`src/rtl/rcpu_io_pkg.sv`:
```
// Shared constants for the RCPU I/O bus peripherals: register addresses,
// UART STATUS bit positions, serial FSM states and divisor floor.
package rcpu_io_pkg;

    localparam logic [15:0] ADDR_UART_DATA   = 16'h0000;
    localparam logic [15:0] ADDR_UART_STATUS = 16'h0004;
    localparam logic [15:0] ADDR_UART_DIV    = 16'h0008;
    localparam logic [15:0] ADDR_UART_CTRL   = 16'h000C;

    localparam int ST_RX_AVAIL     = 0;
    localparam int ST_TX_FULL      = 1;
    localparam int ST_TX_IDLE      = 2;
    localparam int ST_RX_OVERRUN   = 3;
    localparam int ST_RX_FRAME_ERR = 4;
    localparam int ST_TX_OVERFLOW  = 5;

    localparam logic [15:0] DIV_MIN = 16'd4;

    typedef enum logic [1:0] {
        S_IDLE  = 2'd0,
        S_START = 2'd1,
        S_DATA  = 2'd2,
        S_STOP  = 2'd3
    } uart_state_t;

    function automatic logic [15:0] clamp_div(input logic [15:0] value);
        return (value < DIV_MIN) ? DIV_MIN : value;
    endfunction

endpackage

```
`src/rtl/rcpu_io_fifo.sv`:
```
// Synchronous FIFO with fall-through read data; a pop frees room for a
// push in the same cycle, so a full FIFO accepts push+pop together.
module rcpu_io_fifo #(
    parameter int WIDTH = 8,
    parameter int DEPTH = 8
) (
    input  logic             clk,
    input  logic             resetq,
    input  logic             push,
    input  logic [WIDTH-1:0] wdata,
    input  logic             pop,
    output logic [WIDTH-1:0] rdata,
    output logic             full,
    output logic             empty
);
    localparam int AW = $clog2(DEPTH);

    logic [WIDTH-1:0] mem [DEPTH];
    logic [AW:0]      wr_ptr;
    logic [AW:0]      rd_ptr;
    logic             do_push;
    logic             do_pop;

    assign empty   = (wr_ptr == rd_ptr);
    assign full    = (wr_ptr[AW] != rd_ptr[AW]) && (wr_ptr[AW-1:0] == rd_ptr[AW-1:0]);
    assign do_pop  = pop && !empty;
    assign do_push = push && (!full || do_pop);
    assign rdata   = mem[rd_ptr[AW-1:0]];

    always_ff @(posedge clk or negedge resetq) begin
        if (!resetq) begin
            wr_ptr <= '0;
            rd_ptr <= '0;
        end else begin
            if (do_push) wr_ptr <= wr_ptr + (AW+1)'(1);
            if (do_pop)  rd_ptr <= rd_ptr + (AW+1)'(1);
        end
    end

    always_ff @(posedge clk) begin
        if (do_push) mem[wr_ptr[AW-1:0]] <= wdata;
    end

endmodule

```
`src/rtl/rcpu_uart_io.sv`:
```
// Memory-mapped UART on the RCPU SYS I/O bus (DATA/STATUS/DIVISOR/CTRL).
// Build option RCPU_UART_LOOPBACK_EN adds the CTRL loopback bit.
module rcpu_uart_io
    import rcpu_io_pkg::*;
#(
    parameter int          FIFO_DEPTH      = 8,
    parameter logic [15:0] CLK_DIV_DEFAULT = 16'd104
) (
    input  logic        clk,
    input  logic        resetq,
    input  logic        io_read_enable,
    input  logic        io_write_enable,
    input  logic [0:15] io_address,
    input  logic [0:15] io_write_data,
    output logic [0:15] io_read_data,
    output logic        uart_txd,
    input  logic        uart_rxd
);
    // Bus vectors are MSB-first; internal copies use conventional numbering.
    logic [15:0] addr, wdata, rd_val, divisor;
    assign addr  = io_address;
    assign wdata = io_write_data;

    logic wr_data, wr_div, rd_data, rd_status;
    assign wr_data   = io_write_enable && (addr == ADDR_UART_DATA);
    assign wr_div    = io_write_enable && (addr == ADDR_UART_DIV);
    assign rd_data   = io_read_enable  && (addr == ADDR_UART_DATA);
    assign rd_status = io_read_enable  && (addr == ADDR_UART_STATUS);

    logic loop_en;
`ifdef RCPU_UART_LOOPBACK_EN
    logic wr_ctrl;
    assign wr_ctrl = io_write_enable && (addr == ADDR_UART_CTRL);
    always_ff @(posedge clk or negedge resetq) begin
        if (!resetq)      loop_en <= 1'b0;
        else if (wr_ctrl) loop_en <= wdata[0];
    end
`else
    assign loop_en = 1'b0;
`endif

    logic [7:0] tx_rdata, rx_rdata, tx_shift, rx_shift;
    logic       tx_full, tx_empty, tx_pop, rx_full, rx_empty, rx_push;
    logic       tx_line, rx_s1, rx_s2, rx_s3;
    logic       rx_overrun, rx_frame_err, tx_overflow;

    rcpu_io_fifo #(.WIDTH(8), .DEPTH(FIFO_DEPTH)) u_tx_fifo (
        .clk(clk), .resetq(resetq), .push(wr_data), .wdata(wdata[7:0]),
        .pop(tx_pop), .rdata(tx_rdata), .full(tx_full), .empty(tx_empty)
    );

    rcpu_io_fifo #(.WIDTH(8), .DEPTH(FIFO_DEPTH)) u_rx_fifo (
        .clk(clk), .resetq(resetq), .push(rx_push), .wdata(rx_shift),
        .pop(rd_data), .rdata(rx_rdata), .full(rx_full), .empty(rx_empty)
    );

    uart_state_t tx_state, rx_state;
    logic [15:0] tx_cnt, tx_div, rx_cnt, rx_div;
    logic [2:0]  tx_bit, rx_bit;

    // STOP can hand straight over to the next START, so frames run back to back.
    assign tx_pop = !tx_empty && ((tx_state == S_IDLE) || (tx_state == S_STOP && tx_cnt == 16'd0));

    always_ff @(posedge clk or negedge resetq) begin
        if (!resetq) begin
            tx_state <= S_IDLE;
            tx_cnt   <= '0;
            tx_div   <= CLK_DIV_DEFAULT;
            tx_shift <= '0;
            tx_bit   <= '0;
            tx_line  <= 1'b1;
        end else if (tx_pop) begin
            tx_state <= S_START;
            tx_shift <= tx_rdata;
            tx_div   <= divisor;
            tx_cnt   <= divisor - 16'd1;
            tx_line  <= 1'b0;
        end else if (tx_state != S_IDLE) begin
            if (tx_cnt != 16'd0) begin
                tx_cnt <= tx_cnt - 16'd1;
            end else begin
                tx_cnt <= tx_div - 16'd1;
                unique case (tx_state)
                    S_START: begin
                        tx_line  <= tx_shift[0];
                        tx_shift <= tx_shift >> 1;
                        tx_bit   <= 3'd0;
                        tx_state <= S_DATA;
                    end
                    S_DATA: begin
                        if (tx_bit == 3'd7) begin
                            tx_line  <= 1'b1;
                            tx_state <= S_STOP;
                        end else begin
                            tx_line  <= tx_shift[0];
                            tx_shift <= tx_shift >> 1;
                            tx_bit   <= tx_bit + 3'd1;
                        end
                    end
                    default: tx_state <= S_IDLE;
                endcase
            end
        end
    end

    always_ff @(posedge clk or negedge resetq) begin
        if (!resetq) begin
            rx_s1 <= 1'b1;
            rx_s2 <= 1'b1;
            rx_s3 <= 1'b1;
        end else begin
            rx_s1 <= loop_en ? tx_line : uart_rxd;
            rx_s2 <= rx_s1;
            rx_s3 <= rx_s2;
        end
    end

    logic rx_sample;
    assign rx_sample = (rx_state != S_IDLE) && (rx_cnt == 16'd0);
    assign rx_push   = rx_sample && (rx_state == S_STOP) && rx_s2;

    always_ff @(posedge clk or negedge resetq) begin
        if (!resetq) begin
            rx_state <= S_IDLE;
            rx_cnt   <= '0;
            rx_div   <= CLK_DIV_DEFAULT;
            rx_shift <= '0;
            rx_bit   <= '0;
        end else if (rx_state == S_IDLE) begin
            if (rx_s3 && !rx_s2) begin
                rx_div   <= divisor;
                rx_cnt   <= (divisor >> 1) - 16'd1;
                rx_state <= S_START;
            end
        end else if (!rx_sample) begin
            rx_cnt <= rx_cnt - 16'd1;
        end else begin
            rx_cnt <= rx_div - 16'd1;
            unique case (rx_state)
                S_START: begin
                    rx_bit   <= 3'd0;
                    rx_state <= rx_s2 ? S_IDLE : S_DATA;
                end
                S_DATA: begin
                    rx_shift <= {rx_s2, rx_shift[7:1]};
                    rx_bit   <= rx_bit + 3'd1;
                    if (rx_bit == 3'd7) rx_state <= S_STOP;
                end
                default: rx_state <= S_IDLE;
            endcase
        end
    end

    // Sticky flags: a set in the same cycle as a STATUS read survives the clear.
    always_ff @(posedge clk or negedge resetq) begin
        if (!resetq) begin
            rx_overrun   <= 1'b0;
            rx_frame_err <= 1'b0;
            tx_overflow  <= 1'b0;
            divisor      <= CLK_DIV_DEFAULT;
            io_read_data <= '0;
        end else begin
            rx_overrun   <= (rx_push && rx_full && !rd_data) || (rx_overrun && !rd_status);
            rx_frame_err <= (rx_sample && rx_state == S_STOP && !rx_s2) || (rx_frame_err && !rd_status);
            tx_overflow  <= (wr_data && tx_full && !tx_pop) || (tx_overflow && !rd_status);
            if (wr_div)         divisor      <= clamp_div(wdata);
            if (io_read_enable) io_read_data <= rd_val;
        end
    end

    always_comb begin
        rd_val = '0;
        unique case (addr)
            ADDR_UART_DATA:   rd_val = rx_empty ? 16'h0000 : {8'h00, rx_rdata};
            ADDR_UART_STATUS: begin
                rd_val[ST_RX_AVAIL]     = !rx_empty;
                rd_val[ST_TX_FULL]      = tx_full;
                rd_val[ST_TX_IDLE]      = tx_empty && (tx_state == S_IDLE);
                rd_val[ST_RX_OVERRUN]   = rx_overrun;
                rd_val[ST_RX_FRAME_ERR] = rx_frame_err;
                rd_val[ST_TX_OVERFLOW]  = tx_overflow;
            end
            ADDR_UART_DIV:    rd_val = divisor;
            ADDR_UART_CTRL:   rd_val = {15'h0000, loop_en};
            default:          rd_val = '0;
        endcase
    end

    assign uart_txd = tx_line || loop_en;

endmodule

```
`config.mk`:
```
export PLATFORM = sky130hd
export DESIGN_NAME = rcpu_uart_io
export DESIGN_NICKNAME = d
export VERILOG_FILES = /design/src/rtl/rcpu_io_pkg.sv /design/src/rtl/rcpu_io_fifo.sv /design/src/rtl/rcpu_uart_io.sv
export SDC_FILE = /design/constraint.sdc
export NUM_CORES = 1
export LEC_CHECK = 0
export ABC_AREA = 1
export CAP_MARGIN = 20
export CORE_MARGIN = 2
export CORE_UTILIZATION = 45
export CTS_CLUSTER_SIZE = 25
export DETAILED_ROUTE_END_ITERATION = 12
export GPL_TIMING_DRIVEN = 0
export SLEW_MARGIN = 20
export SYNTH_ARGS = -nofsm -noshare
export SYNTH_HDL_FRONTEND = slang
export SYNTH_SLANG_ARGS = --single-unit
```
`constraint.sdc`:
```
create_clock -name clk -period 5.47 [get_ports clk]
set_input_delay 1.094 -clock clk [delete_from_list [all_inputs] [get_ports clk]]
set_output_delay 1.094 -clock clk [all_outputs]
set_load 0.01 [all_outputs]
```
# --- Word level (Yosys, flattened, before mapping) ---
# Memories as Yosys holds them, arrays and structs flattened.
# Cells that the tools add are included.
totals:
  mem_bits_rw: 128
  latchBits: 0
  romBits: 0
  mem_count: 2
  out_inout_bits: 17
  regBits: 145
op_classes:
  n_reduce_logical: 60
  order_cmp: 1
  bitwise: 3
  multipliers: 0
  n_eq_ne: 22
  n_shift: 0
  add_sub_neg: 12
  div_mod_pow: 0
  n_mux: 38
memory_table:
  columns: ["memory", "depth", "width", "read_ports", "rd_clocked_by_memory_dff", "wr", "line_no", "text"]
  rows:
  - ["u_rx_fifo.mem", 8, 8, 1, 0, 1, "rcpu_io_fifo.sv:18", "logic [WIDTH-1:0] mem [DEPTH];"]
  - ["u_tx_fifo.mem", 8, 8, 1, 0, 1, "rcpu_io_fifo.sv:18", null]
ops:
  columns: ["op", "n"]
  rows:
  - ["$mux W16", 7]
  - ["$sub A16 B1 Y16 const B", 5]
  - ["$logic_not A16 Y1", 3]
  - ["$mux W8", 5]
  - ["$logic_and A1 B1 Y1", 25]
  - ["$pmux W10 S2", 1]
  - ["$mux W2", 9]
  - ["$pmux W6 S3", 1]
  - ["$add A4 B1 Y4 const B", 4]
  - ["$eq A16 B3 Y1 const B", 1]
  - ["$eq A16 B4 Y1 const B", 1]
  - ["$lt A16 B3 Y1 const B", 1]
  - ["$pmux W8 S2", 1]
  - ["$reduce_bool A16 Y1", 1]
  - ["$sub A15 B1 Y16 const B", 1]
  - ["$reduce_and A3 Y1", 5]
  - ["$pmux W3 S2", 2]
  - ["$reduce_bool A2 Y1", 6]
  - ["$ne A3 B3 Y1 const B", 3]
  - ["$eq A2 B2 Y1 const B", 4]
  - ["$eq A4 B4 Y1", 2]
  - ["$logic_not A1 Y1", 8]
  - ["$mux W1", 8]
  - ["$pmux W2 S2", 2]
  - ["other kinds (16)", 30]

# --- Logic depth before layout (Yosys ltp) ---
# Gate-level depths: netlist (run 1).
depth:
  depth_word: 9
  mapped_depth: 19
  ltp_nobuf: 18

# --- Modules after synthesis ---
# Synthesis (run 1) repeated with hierarchy kept, for this count alone.
hier_totals:
  hier_cells: 1476
  area_unflattened_um2: 13107.6
modules_own_cells:
  columns: ["module", "cells_per_inst", "area_per_inst_um2", "instances", "seq_area_each_um2"]
  rows:
  - ["rcpu_uart_io", 954, 7041.8, 1, 3244.4]
  - ["rcpu_io_fifo at u_rx_fifo", 261, 3037.9, 1, 2122.0]
  - ["rcpu_io_fifo at u_tx_fifo", 261, 3027.9, 1, 2122.0]

# --- Worst setup path before layout (run 1) ---
# OpenSTA, ideal clock, no wires.
synth_timing:
  path_type: "input-to-reg"
  startpoint: "input port io_address[14] (netlist bit)"
  endpoint: "memory u_rx_fifo.mem[1][0], enable pin"
  path_buffers: 0
  slack_ps: 2121
  setup_time_ps: 383
  stages: 11
  t_required_ps: 5087
  arrival_time_ps: 2965
  cell_sequence: "nor2_1 inv_1 nor4_2 nand2_1 nor2_1 nand2_2 nand2_1 nand2_2 nor2_2 inv_1 nor3_1"
synth_between:
  elab_chain_cells: 7
synth_lines:
  columns: ["element", "line_no", "text"]
  rows:
  - ["from (decl)", "rcpu_uart_io.sv:13", "input logic [0:15] io_address,"]
  - ["$logic_not A16 Y1", "rcpu_uart_io.sv:27", "assign rd_data = io_read_enable && (addr == ADDR_UART_DATA);"]
  - ["$logic_and A1 B1 Y1", "rcpu_uart_io.sv:27", null]
  - ["$logic_and A1 B1 Y1", "rcpu_io_fifo.sv:26", "assign do_pop = pop && !empty;"]
  - ["$logic_or A1 B1 Y1", "rcpu_io_fifo.sv:27", "assign do_push = push && (!full || do_pop);"]
  - ["$logic_and A1 B1 Y1", "rcpu_io_fifo.sv:27", null]
  - ["$mux W1", "rcpu_io_fifo.sv:41", "if (do_push) mem[wr_ptr[AW-1:0]] <= wdata;"]
  - ["$mux W1 (implied by the code)", "rcpu_io_fifo.sv:41", null]
  - ["to (decl)", "rcpu_io_fifo.sv:18", null]
# Every way passes these cells.

# --- Worst setup path in the final report (run 1) ---
layout_timing:
  startpoint: "input port io_address[14] (netlist bit)"
  endpoint: "memory u_rx_fifo.mem[6][3], enable pin"
# Same word-level chain as after synthesis.

==> impl_metrics.toml, run 1 <==
[routing]
drt-initial-drc-count = 768
avgViaCountPerCell = 5.246
final_antenna_net_count = 0
dr_total_vias = 9706
drc_errors = 0
wl_per_cell_um = 17.77
routed_wl_mm = 32.87
firstDrtPassIters = 5

[floorplanning]
coreArea_sq_um = 27930
fp-row-count = 61
die_y_um = 172.9
num_io_pins = 54
die_area_sq_um = 29880
start_util = 0.4593
die_w_um = 172.9

[power]
power.density_nw_per_um2 = 337.7
p_leak_uw = 0.006281
comb_power_share = 0.124
power.switching_uw = 1308
ir_worst_vdd_uv = 302.6
seq_power_share = 0.473
switching_share = 0.2586
p_int_uw = 3751
clockPowerShare = 0.403
power_uw = 5059

[clock_network]
clock_latency_ns = 0.54
cts.repair.resized = 0
numClockSinks = 273
ctsLongestPathBuffers = 3
post_cts_buffers = 0
cts-root-buf = "clkbuf_16"
cts_buffers = 29
cts_tree = "built"
cts_max_level = 1
cts_hold_buf = 0
clk_pin_slew_worst_paths_ns = 0.06

[worst_setup_path]
critPathTopFamily = "simple AND/OR/NAND/NOR gates"
max_stage_delay_ns = 0.50
path_cells = "clkdlybuf4s50_1, nor2_1, inv_1, nor4_2, nand2_1, nor2_1, nand2_2, nand2_1, nand3_1, nor3_2, buf_4"
setup.worst_path.end_class = "flop"
cp_slowest_cell = "nor3_2"
r2r_slack_ns = 2.34
arrival_ns = 4.07
reg2reg_from = "u_rx_fifo.wr_ptr[1]"
startpoint_type = "input port"
worstReg2RegEnd = "u_rx_fifo.mem[6][3]"
worst_r2r_path_depth = 11
cp_max_fo = 7
critPathKind = "in -> reg"
crit_required_ns = 5.73
path_buf_inv = 3

[layout]
nFillCells = 2565
fin_util = 0.5362
fin_nets = 1505
n_antenna_cell = 0
area_growth_pct = 16.73
instances_no_fill = 1850
final_layout_size_suffix_gt1_frac = 0.1128

[sta]
fin_skew_ns = 0.007905
finalCriticalPeriod_ns = 3.809
fin_crit_sh = 0.6964
max_freq_mhz = 262.5
worst_slack_ns = 1.661
hold_viol = 0
worst_pin_slew_ns = 0.8908
setup_viol = 0
rsz0062_at_grt = "no"
hold_slack_ns = 0.3554
maxSlewHeadroom = 0.4029
slew_viol_final = 0

[place]
placement.io_buffers = 52
dp.cells = 1797
hpwlAfterDp_mm = 23.07
gp_congestion = 0.8725
preCtsSetupSlack_ns = 1.033

[hold_path]
min_from = "rx_s1"
hold_path_end = "rx_s2"
holdPathStages = 0
min_path_type = "reg -> reg"

[synthesis]
synthDistinctLibCells = 58
netlist_area_sq_um = 12830
synthArstFlopShare = 0.5311
yosysMostFrequentCell = "nand2_1"
ys_seq_area_frac = 0.5836
syn-instance-count = 1360
yosysWarnings = 0
netlist.area_leader.share = 0.2996
synth_ff_type = "dfrtp_1"
synth_nets = 1415
synth.area.top_cells = "edfxtp_1 (30%), dfrtp_1 (26%), nand2_1 (9.2%), o21ai_0 (5.5%), nor2_1 (4.4%)"
avgSynthCellArea_sq_um = 9.435
ys_ff_latch = 273
yosysTopAreaCell = "edfxtp_1"
synth_commonest_cells = "nand2_1 (314), nor2_1 (150), o21ai_0 (141)"
synth_edf_count = 128

[global_route]
globalRouteTotalUtil = 0.2194
grt_max_degree = 93
grt_pass1_wl_mm = 52.41
antenna_found_initial = 0
grt_overflow_total = 0
grt_pass1_vias = 9605

[status]
status = "finished clean"

[run]
drv_cap = 0
-- final cells by class --
class / instances / area (sq um) / area share
Sequential cell: 273 / 7488 / 0.5000
Multi-Input combinational cell: 911 / 4698 / 0.3137
Clock buffer: 40 / 862.1 / 0.05756
Timing Repair Buffer: 59 / 598.1 / 0.03993
Tap cell: 378 / 473.0 / 0.03158
Inverter: 122 / 457.9 / 0.03057
Buffer: 54 / 256.5 / 0.01712
Clock inverter: 13 / 143.9 / 0.009607
-- kinds of logic (layout without fill, tap and decap cells) --
kind of cell,after synthesis,count (layout),synth area share
AO/OA/AOI/OAI,252,252,0.1152
XOR/XNOR,16,16,0.01092
adder cells (fa/ha/maj),18,18,0.01755
buffers and inverters,176,288,0.05568
flip-flops,273,273,0.5836
multiplexers,4,4,0.003121
AND/OR/NAND/NOR,621,621,0.2139
-- flip-flops by register name (all words and copies together), names as in the netlist, 2 cells and up --
signal            count
divisor              16
tx_state              2
tx_div               16
rx_cnt               16
rx_div               16
tx_cnt               16
rx_bit                3
u_rx_fifo.rd_ptr      4
rx_shift              8
u_rx_fifo.mem        64
u_tx_fifo.rd_ptr      4
u_rx_fifo.wr_ptr      4
tx_bit                3
tx_shift              8
rx_state              2
io_read_data         16
u_tx_fifo.wr_ptr      4
u_tx_fifo.mem        64
-- metrics by stage --
step / setup TNS (ns) / instance area, sq um
floorplan: 0 / 12830
global placement: -392.11 / 13820
detailed placement: 0 / 13970
CTS: 0 / 14980
global route: 0 / 14980
finish: 0 / 14980
-- worst reg2reg max path, stage by stage (launching register included) --
cell and delay (ns):
dfrtp_1 0.53, inv_1 0.20, nand2_1 0.11, a21oi_1 0.08, nand3_1 0.10, nor2_1 0.05, nor2_1 0.32, nand2_2 0.23
nand2_1 0.22, nand3_1 0.25, nor3_2 0.50, buf_4 0.26
-- placed cells by master (no fill, tap or decap), types with 11 or more instances in the layout --
cell type,netlist,final
dfstp_2,13,13
dfrtp_1,132,132
nand2_1,314,314
inv_1,111,111
nand2_2,20,20
ha_1,18,18
clkbuf_1,34,36
nor2_1,150,150
clkbuf_16,0,30
o21ai_0,141,141
nor2_2,11,11
a21oi_1,23,23
o22ai_1,21,21
nand4_1,18,18
clkdlybuf4s50_1,0,51
nor3_2,1,15
nand3_1,61,61
edfxtp_1,128,128
xor2_1,12,12
-- how the worst max path moves through the flow --
stage                    from                   to  slack (ns)  cells after the start
4_1_cts         io_address[8]  u_rx_fifo.mem[2][6]        1.61                     10
5_1_grt        io_address[14]  u_rx_fifo.mem[2][6]        1.37                     10
6_report       io_address[14]  u_rx_fifo.mem[6][3]        1.66                     11
3_5_place_dp    io_address[8]  u_rx_fifo.mem[2][5]        1.03                     10
3_3_place_gp           resetq          rx_shift[3]       -2.90                      1
2_1_floorplan  io_address[14]  u_rx_fifo.mem[1][0]        2.12                     11
-- power by group through the flow --
stage	registers [uW]	clock network, uW	logic [uW]
final	2390	2040	626
after global routing	2400	2150	734
after CTS	2390	2080	631
after detailed placement	2430	0	626
after global placement	2420	0	609
after floorplan	2390	0	448
-- layer usage --
layer  vias to the layer above  share of wire  track usage  wire length, um
li1                       4772              -            -                -
met2                       237           0.47       0.3610            15330
met5                         -              0            0                0
met4                         0          0.022      0.05332              720
met1                      4653           0.47       0.3133            15420
met3                        44          0.043      0.02397             1399
(Power assumes the default switching activity.)
==> inputs of run 2 (changes only) <==
==> constraint.sdc (replaced) <==
create_clock -name clk -period 3.3 [get_ports clk]
set_input_delay 0.66 -clock clk [delete_from_list [all_inputs] [get_ports clk]]
set_output_delay 0.66 -clock clk [all_outputs]
set_load 0.01 [all_outputs]
==> impl_metrics.toml, run 2 (synthesis results as in run 1) <==
[status]
status = "finished clean"

[routing]
avgViaCountPerCell = 5.253
drc_errors = 0
dr_total_vias = 9760
routed_wl_mm = 33.08
final_antenna_net_count = 0
drt-initial-drc-count = 720
wl_per_cell_um = 17.80
firstDrtPassIters = 6

[floorplanning]
die_w_um = 172.9
start_util = 0.4593
fp-row-count = 61
coreArea_sq_um = 27930
die_area_sq_um = 29880
num_io_pins = 54
die_y_um = 172.9

[sta]
slew_viol_final = 0
fin_skew_ns = 0.008694
rsz0062_at_grt = "yes"
hold_viol = 0
worst_pin_slew_ns = 0.8863
finalCriticalPeriod_ns = 3.121
setup_viol = 0
setup_tns_ns = 0
max_freq_mhz = 320.4
fin_crit_sh = 0.9458
maxSlewHeadroom = 0.4059

[clock_network]
cts-root-buf = "clkbuf_16"
cts_max_level = 1
cts_tree = "built"
cts_buffers = 29
clk_pin_slew_worst_paths_ns = 0.06
clock_latency_ns = 0.54
ctsLongestPathBuffers = 3
cts_hold_buf = 0
numClockSinks = 273

[run]
drv_cap = 0

[worst_setup_path]
arrival_ns = 3.37
cp_max_fo = 7
critPathKind = "in -> reg"
cp_slowest_cell = "clkdlybuf4s50_1"
setup.worst_path.end_class = "flop"
path_cells = "clkdlybuf4s50_1, nor2_1, inv_1, nor4_4, nand2_1, nor2_2, nand2_2, nand2_1, nand2_2, nor2_2, inv_1, nor3_4, buf_4"
crit_required_ns = 3.55
critPathTopFamily = "simple AND/OR/NAND/NOR gates"
max_stage_delay_ns = 0.40
path_buf_inv = 4
startpoint_type = "input port"

[layout]
nFillCells = 2557
fin_util = 0.5403
stdcell_area_sq_um = 15090
fin_nets = 1513
final_layout_size_suffix_gt1_frac = 0.1196
final_common_cell = "nand2_1"
n_antenna_cell = 0
layout_common_cells = "nand2_1 (314), nor2_1 (149), o21ai_0 (141)"
area_growth_pct = 17.63

[global_route]
grt_pass1_vias = 9645
grt_max_degree = 93
grt_pass1_wl_mm = 52.42
antenna_found_initial = 0
globalRouteTotalUtil = 0.2194
grt_overflow_total = 0

[power]
p_leak_uw = 0.006350
power.density_nw_per_um2 = 555.3
ir_worst_vdd_uv = 502.7

[place]
place_area_sq_um = 13970
placement.io_buffers = 52
gp_congestion = 0.8725
hpwlAfterDp_mm = 23.07

[hold_path]
min_path_type = "in -> async"
==> run 2: changes by cell type in the layout (fill, tap and decap cells not counted) <==
cell,change
dfrtp_2,+1
nor2_1,-1
nor4_4,+1
nor3_4,+6
dfrtp_1,-1
nor3_2,-6
nor4_2,-1
buf_4,+8
nor2_2,+1
nand3_2,+1
nand3_1,-1
==> run 2: metrics by stage <==
step | worst slack, ns | power, uW | instances | hold slack [ns]
after floorplan | 0.3852 | 4699 | 1360 | 0.3452
after global placement | -4.632 | 5026 | 1790 | 0.3462
after detailed placement | -0.7031 | 5057 | 1797 | 0.3468
after CTS | -0.01618 | 8443 | 1850 | 0.03237
after global routing | -0.04362 | 8761 | 1858 | 0.05540
final | 0.1788 | 8381 | 1858 | 0.02820
==> run 2: layout make-up <==
type | count | area [sq um] | share of cell area
clock buffer | 40 | 862.1 | 0.05712
sequential | 273 | 7490 | 0.4962
multi-input combinational | 911 | 4752 | 0.3148
inverter | 122 | 457.9 | 0.03034
clock inverter | 13 | 143.9 | 0.009533
timing repair buffer | 67 | 658.1 | 0.04360
tap | 378 | 473.0 | 0.03134
buffer | 54 | 256.5 | 0.01699
==> run 2: routing by layer <==
layer  vias to the layer above  wire, um  track usage
li1                       4794         -            -
met1                      4676     15520       0.3116
met2                       243     15380       0.3602
met3                        47      1426      0.02507
met4                         0       748      0.05756
met5                         -         0            0
==> run 2: worst reg2reg max path, cell delays in order (launching register included) <==
cell and delay (ns):
dfrtp_1 0.54, inv_1 0.36, nand2_1 0.10, nand3_1 0.14, nor2_1 0.06, nor2_2 0.21
nand2_2 0.20, nand2_1 0.23, nand2_2 0.11, nor2_2 0.14, inv_1 0.16, nor3_4 0.29
buf_4 0.21
==> run 2: report_power, final <==
group	switching [uW]	internal, uW
clock	1330	2050
sequential	174	3790
combinational	659	381
==> run 2: path summary, 6_finish.rpt <==
path | slack [ns] | to | cells after the start | from
setup / recovery | 0.18 | u_rx_fifo.mem[3][6] | 13 | io_address[14]
hold / removal | 0.03 | tx_div[15] | 1 | resetq
setup reg to reg | 0.26 | u_rx_fifo.mem[3][6] | 12 | u_rx_fifo.wr_ptr[2]
hold reg to reg | 0.36 | rx_s2 | 0 | rx_s1
max in group asynchronous | 2.43 | rx_s2 | 2 | resetq
min in group clk | 0.36 | rx_s2 | 0 | rx_s1
==> run 2: what timing repair did <==
item	in CTS	in global routing
pin swaps	0	4
setup endpoints to repair	22	42
buffers inserted	0	8
resized for setup	2	8
